**src/rtl/mem_pkg.sv**
```systemverilog
// Shared definitions for the MEM stage: access-size encodings, the access FSM
// states and the alignment rule.
package mem_pkg;

    localparam logic [1:0] SZ_BYTE = 2'b00;
    localparam logic [1:0] SZ_HALF = 2'b01;
    localparam logic [1:0] SZ_WORD = 2'b10;

    typedef enum logic [1:0] {
        IDLE   = 2'd0,
        ACCESS = 2'd1,
        DONE   = 2'd2
    } state_t;

    // The unused size code 2'b11 is treated like a word access.
    function automatic logic is_misaligned(input logic [1:0] size, input logic [1:0] addr_lo);
        logic mis;
        case (size)
            SZ_BYTE: mis = 1'b0;
            SZ_HALF: mis = addr_lo[0];
            default: mis = (addr_lo != 2'b00);
        endcase
        return mis;
    endfunction

endpackage

```
**src/rtl/mem_lane_align.sv**
```systemverilog
// Byte-lane steering: store data replication and byte enables on the way out,
// lane select plus sign/zero extension on the way back.
module mem_lane_align
    import mem_pkg::*;
(
    input  logic [1:0]  i_size,
    input  logic [1:0]  i_addr_lo,
    input  logic        i_unsigned,
    input  logic [31:0] i_wdata,
    input  logic [31:0] i_rdata,
    output logic [31:0] o_wdata,
    output logic [3:0]  o_be,
    output logic [31:0] o_rdata
);

    logic [7:0]  w_byte;
    logic [15:0] w_half;

    always_comb begin
        o_wdata = i_wdata;
        o_be    = 4'b1111;
        case (i_size)
            SZ_BYTE: begin
                o_wdata = {4{i_wdata[7:0]}};
                o_be    = 4'b0001 << i_addr_lo;
            end
            SZ_HALF: begin
                o_wdata = {2{i_wdata[15:0]}};
                o_be    = i_addr_lo[1] ? 4'b1100 : 4'b0011;
            end
            default: ;
        endcase
    end

    always_comb begin
        w_byte = i_rdata[7:0];
        case (i_addr_lo)
            2'd0: w_byte = i_rdata[7:0];
            2'd1: w_byte = i_rdata[15:8];
            2'd2: w_byte = i_rdata[23:16];
            2'd3: w_byte = i_rdata[31:24];
            default: ;
        endcase
    end

    assign w_half = i_addr_lo[1] ? i_rdata[31:16] : i_rdata[15:0];

    always_comb begin
        o_rdata = i_rdata;
        case (i_size)
            SZ_BYTE: o_rdata = i_unsigned ? {24'b0, w_byte} : {{24{w_byte[7]}}, w_byte};
            SZ_HALF: o_rdata = i_unsigned ? {16'b0, w_half} : {{16{w_half[15]}}, w_half};
            default: ;
        endcase
    end

endmodule

```
**src/rtl/mem_access_stage.sv**
```systemverilog
// EX/MEM pipeline register with a variable-latency data-memory handshake.
//   state  | meaning
//   IDLE   | register holds a non-memory, empty or misaligned op
//   ACCESS | request held on the bus, upstream frozen, waiting for ack
//   DONE   | load/store (or bus error) result presented to WB
module mem_access_stage
    import mem_pkg::*;
#(
    parameter int ADDR_W  = 32,
    parameter int TIMEOUT = 16
) (
    input  logic              clk,
    input  logic              rst,
    input  logic              EX_Valid,
    input  logic              EX_MemRead,
    input  logic              EX_MemWrite,
    input  logic [1:0]        EX_MemSize,
    input  logic              EX_LoadUnsigned,
    input  logic [31:0]       EX_ALUResult,
    input  logic [31:0]       EX_WriteData,
    input  logic              EX_RegWrite,
    input  logic [4:0]        EX_WriteReg,
    input  logic              EX_MemtoReg,
    output logic              MEM_Stall,
    output logic              DMem_Req,
    output logic              DMem_We,
    output logic [ADDR_W-1:0] DMem_Addr,
    output logic [31:0]       DMem_WData,
    output logic [3:0]        DMem_BE,
    input  logic              DMem_Ack,
    input  logic [31:0]       DMem_RData,
    output logic              MEM_Valid,
    output logic [31:0]       MEM_ALUResult,
    output logic [31:0]       MEM_ReadData,
    output logic              MEM_RegWrite,
    output logic [4:0]        MEM_WriteReg,
    output logic              MEM_MemtoReg,
    output logic              MEM_AddrExc,
    output logic              MEM_BusErr
);

    localparam int TMR_W = (TIMEOUT > 1) ? $clog2(TIMEOUT) : 1;
    localparam logic [TMR_W-1:0] TMR_LOAD = TMR_W'((TIMEOUT > 0) ? TIMEOUT - 1 : 0);

    state_t            r_state;
    logic              r_valid;
    logic              r_read;
    logic              r_write;
    logic [1:0]        r_size;
    logic              r_unsigned;
    logic [31:0]       r_alu;
    logic [31:0]       r_wdata;
    logic              r_regwrite;
    logic [4:0]        r_wreg;
    logic              r_memtoreg;
    logic              r_addr_exc;
    logic              r_bus_err;
    logic [31:0]       r_rdata;
    logic [TMR_W-1:0]  r_tmr;

    logic              w_access;
    logic              w_memop;
    logic              w_misalign;
    logic [31:0]       w_st_wdata;
    logic [3:0]        w_st_be;
    logic [31:0]       w_ld_data;

    assign w_access   = (r_state == ACCESS);
    assign w_memop    = EX_Valid & (EX_MemRead | EX_MemWrite);
    assign w_misalign = w_memop & is_misaligned(EX_MemSize, EX_ALUResult[1:0]);

    mem_lane_align u_align (
        .i_size     (r_size),
        .i_addr_lo  (r_alu[1:0]),
        .i_unsigned (r_unsigned),
        .i_wdata    (r_wdata),
        .i_rdata    (DMem_RData),
        .o_wdata    (w_st_wdata),
        .o_be       (w_st_be),
        .o_rdata    (w_ld_data)
    );

    always_ff @(posedge clk) begin
        if (rst) begin
            r_state    <= IDLE;
            r_valid    <= 1'b0;
            r_read     <= 1'b0;
            r_write    <= 1'b0;
            r_size     <= SZ_BYTE;
            r_unsigned <= 1'b0;
            r_alu      <= '0;
            r_wdata    <= '0;
            r_regwrite <= 1'b0;
            r_wreg     <= '0;
            r_memtoreg <= 1'b0;
            r_addr_exc <= 1'b0;
            r_bus_err  <= 1'b0;
            r_rdata    <= '0;
            r_tmr      <= '0;
        end else if (r_state == ACCESS) begin
            // Ack wins over a timeout expiring in the same cycle.
            if (DMem_Ack) begin
                r_rdata <= r_read ? w_ld_data : 32'b0;
                r_state <= DONE;
            end else if ((TIMEOUT != 0) && (r_tmr == '0)) begin
                r_bus_err <= 1'b1;
                r_state   <= DONE;
            end else begin
                r_tmr <= r_tmr - 1'b1;
            end
        end else begin
            r_valid    <= EX_Valid;
            r_read     <= EX_MemRead;
            r_write    <= EX_MemWrite;
            r_size     <= EX_MemSize;
            r_unsigned <= EX_LoadUnsigned;
            r_alu      <= EX_ALUResult;
            r_wdata    <= EX_WriteData;
            r_regwrite <= EX_RegWrite;
            r_wreg     <= EX_WriteReg;
            r_memtoreg <= EX_MemtoReg;
            r_addr_exc <= w_misalign;
            r_bus_err  <= 1'b0;
            r_rdata    <= '0;
            r_tmr      <= TMR_LOAD;
            r_state    <= (w_memop && !w_misalign) ? ACCESS : IDLE;
        end
    end

    assign MEM_Stall     = w_access;
    assign DMem_Req      = w_access;
    assign DMem_We       = w_access & r_write;
    assign DMem_Addr     = {r_alu[ADDR_W-1:2], 2'b00};
    assign DMem_WData    = w_st_wdata;
    assign DMem_BE       = r_write ? w_st_be : 4'b1111;

    assign MEM_Valid     = (r_state == DONE) | ((r_state == IDLE) & r_valid);
    assign MEM_ALUResult = r_alu;
    assign MEM_ReadData  = r_rdata;
    assign MEM_RegWrite  = r_regwrite & MEM_Valid & ~r_addr_exc & ~r_bus_err;
    assign MEM_WriteReg  = r_wreg;
    assign MEM_MemtoReg  = r_memtoreg;
    assign MEM_AddrExc   = r_addr_exc;
    assign MEM_BusErr    = r_bus_err;

endmodule

```
**config.mk**
```make
export PLATFORM = sky130hd
export DESIGN_NAME = mem_access_stage
export DESIGN_NICKNAME = d
export VERILOG_FILES = /design/src/rtl/mem_pkg.sv /design/src/rtl/mem_lane_align.sv /design/src/rtl/mem_access_stage.sv
export SDC_FILE = /design/constraint.sdc
export NUM_CORES = 1
export LEC_CHECK = 0
export ABC_AREA = 1
export CAP_MARGIN = 20
export CORE_ASPECT_RATIO = 1.2
export CORE_MARGIN = 1.5
export CORE_UTILIZATION = 25
export CTS_CLUSTER_SIZE = 28
export DETAILED_ROUTE_END_ITERATION = 7
export HOLD_SLACK_MARGIN = 0.02
export PLACE_DENSITY = 0.49
export SYNTH_ARGS = -nofsm -noshare
export SYNTH_HDL_FRONTEND = slang
export SYNTH_HIERARCHICAL = 1
export SYNTH_SLANG_ARGS = --single-unit
```
**constraint.sdc**
```tcl
create_clock -name clk -period 2.45 [get_ports clk]
set_input_delay 0.245 -clock clk [delete_from_list [all_inputs] [get_ports clk]]
set_output_delay 0.245 -clock clk [all_outputs]
set_load 0.005 [all_outputs]
```
### Word level (Yosys, flattened, before mapping)

Index checks and enable logic that the tools add are counted.

| storage, ports and cells | value |
|---|---|
| flip-flop bits (word level) | 117 |
| word-level logic and storage cells | 69 |
| bits of input ports | 112 |
| output and inout port bits | 145 |

| operators by class | value |
|---|---|
| bitwise gates (word level) | 13 |
| multiplexer cells | 18 |
| shifts and indexed selects | 1 |
| $add $sub $neg | 1 |
| reductions and logical operators | 11 |
| equality and inequality tests | 10 |

Operators by type and width:

| kind | count |
|---|---|
| 32-bit case mux with 2 select lines | 2 |
| 32-bit 2-to-1 mux | 3 |
| 8-bit case mux with 4 select lines | 1 |
| 4-bit 2-to-1 mux | 5 |
| 16-bit 2-to-1 mux | 1 |
| 2-bit by 1-bit == test with 1-bit output (second input constant) | 4 |
| 2-bit zero test | 4 |
| 4-bit case mux with 2 select lines | 1 |
| 1-bit AND | 7 |
| 2-bit == test (second input constant) | 3 |
| 2-bit 2-to-1 mux | 3 |
| 4-bit zero test | 1 |
| 2-bit != test (second input constant) | 2 |
| 1-bit inverter | 4 |
| 2-bit AND reduction | 2 |
| 1-bit by 2-bit left shift with 4-bit output (first input constant) | 1 |
| 4-bit by 1-bit subtractor with 4-bit output (second input constant) | 1 |
| 3-bit by 2-bit != test with 1-bit output (second input constant) | 1 |
| 1-bit bitwise OR | 2 |
| 1-bit case mux with 2 select lines | 1 |
| 2-bit nonzero test | 1 |
| 2-bit OR reduction | 1 |
| 1-bit logical AND | 1 |
| 1-bit zero test | 1 |
| 1-bit 2-to-1 mux | 1 |

### Logic depth before layout (Yosys ltp)

Gate-level depths: netlist of run 1.

| depth | value |
|---|---|
| word-level depth | 7 |
| depth in mapped cells | 10 |
| gate-level depth less buffers | 9 |

### By module

The synthesis of run 1 kept the hierarchy.

By module, submodules not included:

| module | area each (sq um) | cells each | times used | seq. area each (sq um) |
|---|---|---|---|---|
| mem_access_stage | 4505.6 | 578 | 1 | 2342.2 |
| mem_lane_align | 1386.3 | 263 | 1 | 0.0 |

### Worst setup path before layout of run 1

Ideal clock, no wire load.

| path | value |
|---|---|
| path type | register to output |
| start | register r_size[1] |
| end | output port DMem_BE[1] |
| buffers on the path | 1 |
| data required time | 2.205 ns |
| data arrival time | 1.244 ns |
| slack | 0.961 ns |
| stages on the path, launching flop included | 9 |
| path through | dfxtp_1 > buf_6 > inv_4 > nand2_4 > nor2_4 > nor2_4 > inv_1 > o21ai_1 > or2_2 |

| between the ends | value |
|---|---|
| longest elaborated chain between the ends | 3 |
| elaborated cells between the ends (all ways) | 4 |
| those cells by class | 1 x eq/ne; 2 x mux; 1 x reduce/logical |

RTL lines:

| what | RTL line | RTL |
|---|---|---|
| from (decl) | mem_access_stage.sv:49 | `logic [1:0] r_size;` |
| from (signal assigned) | mem_access_stage.sv:115 | `r_size <= EX_MemSize;` |
| 2-bit by 1-bit == test with 1-bit output or 2-bit zero test (tied branches) | mem_lane_align.sv:22 | `case (i_size)` |
| 4-bit case mux with 2 select lines * | mem_lane_align.sv:22 |  |
| via w_st_be[1] | mem_access_stage.sv:65 | `logic [3:0] w_st_be;` |
| 4-bit 2-to-1 mux * | mem_access_stage.sv:135 | `assign DMem_BE = r_write ? w_st_be : 4'b1111;` |
| to (decl) | mem_access_stage.sv:29 | `output logic [3:0] DMem_BE,` |

Mark *: on every way through the listed nets, which the timed path passes. The rest lies on a longest branch.

### Final worst setup path of run 1

| path | value |
|---|---|
| start | register r_alu[0] (netlist: MEM_ALUResult[0]) |
| end | output port DMem_BE[0] |

| between the ends | value |
|---|---|
| longest elaborated chain between the ends | 3 |

RTL lines:

| what | RTL line | RTL |
|---|---|---|
| from (decl) | mem_access_stage.sv:51 | `logic [31:0] r_alu;` |
| from (signal assigned) | mem_access_stage.sv:117 | `r_alu <= EX_ALUResult;` |
| 1-bit by 2-bit left shift with 4-bit output | mem_lane_align.sv:25 | `o_be = 4'b0001 << i_addr_lo;` |
| 4-bit case mux with 2 select lines | mem_lane_align.sv:22 |  |
| via w_st_be[0] | mem_access_stage.sv:65 |  |
| 4-bit 2-to-1 mux | mem_access_stage.sv:135 |  |

The timed path passes the listed nets, and every way through them passes these cells.

==> metrics.csv, run 1 <==
stage,metric,value,unit
status,run_status,completed,
cts,clock_sinks,117,
yosys,ys_warn_count,6,
placement,gp_congestion,0.866,
cts,cts_tree,done,
power_and_ir_drop,seq_power_share,36.7,%
worst_hold_path,hp-class,primary input to flip-flop,
power_and_ir_drop,clkPwrFrac,43.5,%
floorplan,ios,257,
cells_and_area,fin_area,8960,um2
setup_path,cp_max_fo,12,
yosys,synth_seq_area_share,39.8,%
cts,clock-root-buffer,clkbuf_16,
setup_path,start_kind,flip-flop,
cts,cts_buffer_depth,2,
power_and_ir_drop,p_comb_share,19.8,%
global_route,first_global_vias,5704,
timing,maxSlewViolCount,0,
cts,htreeDepth,4,
timing,min_period,2330,ps
setup_path,worstPathArrival,2090,ps
global_route,grt_max_degree,79,
setup_path,cp-end-kind,output port,
floorplan,rows,61,
cells_and_area,drive_gt1_share,9.43,%
cells_and_area,final_common_cell,clkdlybuf4s50_1,
route,wirelength,20900,um
global_route,overflow,0,
timing,rsz0062_at_grt,false,
floorplan,die_w,143,um
power_and_ir_drop,p_int,4140,uW
route,viasPerCell,4.41,
yosys,netlist-cell-type-count,29,
setup_path,critPathKind,flip-flop to output port,
yosys,synthesis.area,5890,um2
floorplan,initial_utilization,25.5,%
route,vias,6034,
cts,cts-buffers-inserted,17,
yosys,yosys_register_bits,117,
power_and_ir_drop,ir_drop,0.415,mV
global_route,antenna_found_initial,2,
timing,finalCritPeriodShare,95.2,%
route,drt.antenna.violating_nets,0,
route,first_pass_iters,5,
yosys,syn_avg_cell_area,7.01,um2
cells_and_area,nNetsFinal,1150,
power_and_ir_drop,swShare,27.5,%
power_and_ir_drop,p_leak,0.00367,uW
cells_and_area,finish.utilization,38.8,%
setup_path,r2r_setup_slack,530,ps
route,dr.first_iter.drc_count,353,
timing,fin_setup_tns,0,ps
floorplan,fp.dieH,171,um
placement,placed_area,8310,um2
placement,portBuffers,254,
placement,post-dp-hpwl,15200,um
floorplan,dieArea,24500,um2
timing,setup_slack,118,ps
route,drc,0,
job,maxCapViolations,0,
timing,max-slew-margin-rel,52.9,%
placement,pre_cts_slack,421,ps
cts,clk_pin_slew,60,ps
cts,clock_latency,410,ps
yosys,syn_inst,841,
setup_path,cp.required,2200,ps
cells_and_area,most-common-layout-cells,"254 x clkdlybuf4s50_1, 178 x nand2_1, 163 x nor2_1, 115 x dfxtp_1, 90 x o21ai_0",
floorplan,core,23100,um2
cells_and_area,area_delta_synth_final,52.1,%
timing,clock.fmax,429,MHz
global_route,grt_pass1_wl,31700,um
power_and_ir_drop,p_switching,1570,uW
route,wire_per_inst,15.3,um
timing,hold_viol,0,
global_route,grt_use_total,16.9,%
timing,fin_skew,13.0,ps
power_and_ir_drop,p_per_area,638,nW/um2
timing,setup_viol,0,
timing,worstMarginPinSlew,703,ps
registers in the layout, summed over array words and instances, names as in the netlist:
name,flops
MEM_ALUResult,32
MEM_AddrExc,1
MEM_BusErr,1
MEM_MemtoReg,1
MEM_ReadData,32
MEM_WriteReg,5
r_read,1
r_regwrite,1
r_size,2
r_state,2
r_tmr,4
r_unsigned,1
r_valid,1
r_wdata,32
r_write,1
per-layer routing:
layer | track usage [%] | up-vias | wire length (um) | share of wire [%]
li1 | - | 3073 | - | -
met1 | 20.1 | 2739 | 8720 | 42
met2 | 29.0 | 194 | 10300 | 49
met3 | 5.12 | 26 | 1520 | 7.3
met4 | 5.65 | 2 | 384 | 1.8
met5 | 0 | - | 11 | 0.053
synth_stat cells:
master    number  area share, %
nand3_4        2           0.59
nand3_1       64            5.4
inv_1         23            1.5
conb_1         1          0.064
buf_2         26            2.2
buf_6          8            1.5
o21ai_1        7           0.59
nand2_2        1           0.11
nand2_4        2           0.38
nor2_2         1           0.11
inv_2          6           0.38
clkbuf_1      16            1.0
nor2_4         6            1.1
o21ai_0       90            7.6
a21oi_1       42            3.6
inv_4          3           0.32
buf_8          2           0.51
nand2_1      178             11
nor2_1       163             10
nand4_1        2           0.21
or2_2          5           0.53
o211ai_1       8            1.0
inv_6          1           0.15
o21ai_2        1           0.15
ha_1           1           0.21
dfxtp_1      117             40
buf_4         43            5.5
o21bai_1       1           0.13
nand3_2       21            3.6
power groups by stage:
stage	combinational [uW]	clock [uW]	sequential (uW)
finish	1130	2490	2100
floorplan	589	0	2120
CTS	1130	2570	2100
detailed placement	1120	0	2140
global placement	1130	0	2130
global route	1240	2660	2110
path summary, 6_finish.rpt:
check                                     start                             end  depth (start not counted)
setup reg to reg         r_size[1]$_SDFFE_PP0P_   MEM_ReadData[15]$_SDFFE_PP0P_                          9
setup / recovery  MEM_ALUResult[0]$_SDFFE_PP0P_                      DMem_BE[0]                          5
hold / removal                 EX_ALUResult[10]  MEM_ALUResult[10]$_SDFFE_PP0P_                          3
hold reg to reg            r_valid$_SDFFE_PP0P_            r_valid$_SDFFE_PP0P_                          2
cells by family after synthesis:
| family | after synthesis | share of synthesized area, % |
|---|---|---|
| AND/OR/NAND/NOR | 445 | 33.8 |
| AO/OA/AOI/OAI | 149 | 13.1 |
| buffers and inverters | 128 | 13.1 |
| flip-flops | 117 | 39.8 |
| adder cells (fa/ha/maj) | 1 | 0.212 |
| other | 1 | 0.0636 |
critical path, stage by stage, from the launching register on:
cell	delay (ps)
dfxtp_1	630
inv_4	130
nand2_4	120
nand2_1	50
or2_2	290
clkdlybuf4s50_1	440
layout make-up:
cell class / instances / area (um2)
Antenna cell: 3 / 7.51
Clock buffer: 19 / 443
Clock inverter: 13 / 148
Fill cell: 2484 / 14200
Inverter: 33 / 139
Multi-Input combinational cell: 597 / 2790
Sequential cell: 117 / 2340
Tap cell: 315 / 394
Timing Repair Buffer: 271 / 2690
metrics by stage:
stage                     instances  power (uW)  hold slack [ps]
after detailed placement       1329        3260              454
after floorplan                 842        2710              314
final                          1368        5710              447
after CTS                      1361        5790              432
after global routing           1365        6010              447
after global placement         1329        3260              454
what timing repair did:
action | CTS | global route
pin swaps | 0 | 3
hold buffers | 0 | 0
endpoints found under the setup margin | 2 | 19
gates resized for setup | 1 | 5
gates cloned | 0 | 0
buffers inserted | 0 | 4
No activity file was read; power rests on OpenSTA's default activity.
==> inputs of run 2 (changes only) <==
Settings changed: GPL_ROUTABILITY_DRIVEN from default to 0, SKIP_LAST_GASP from default to 1.
==> results of run 2 <==
No change in the layout: final DEF, timing and power equal those of run 1.
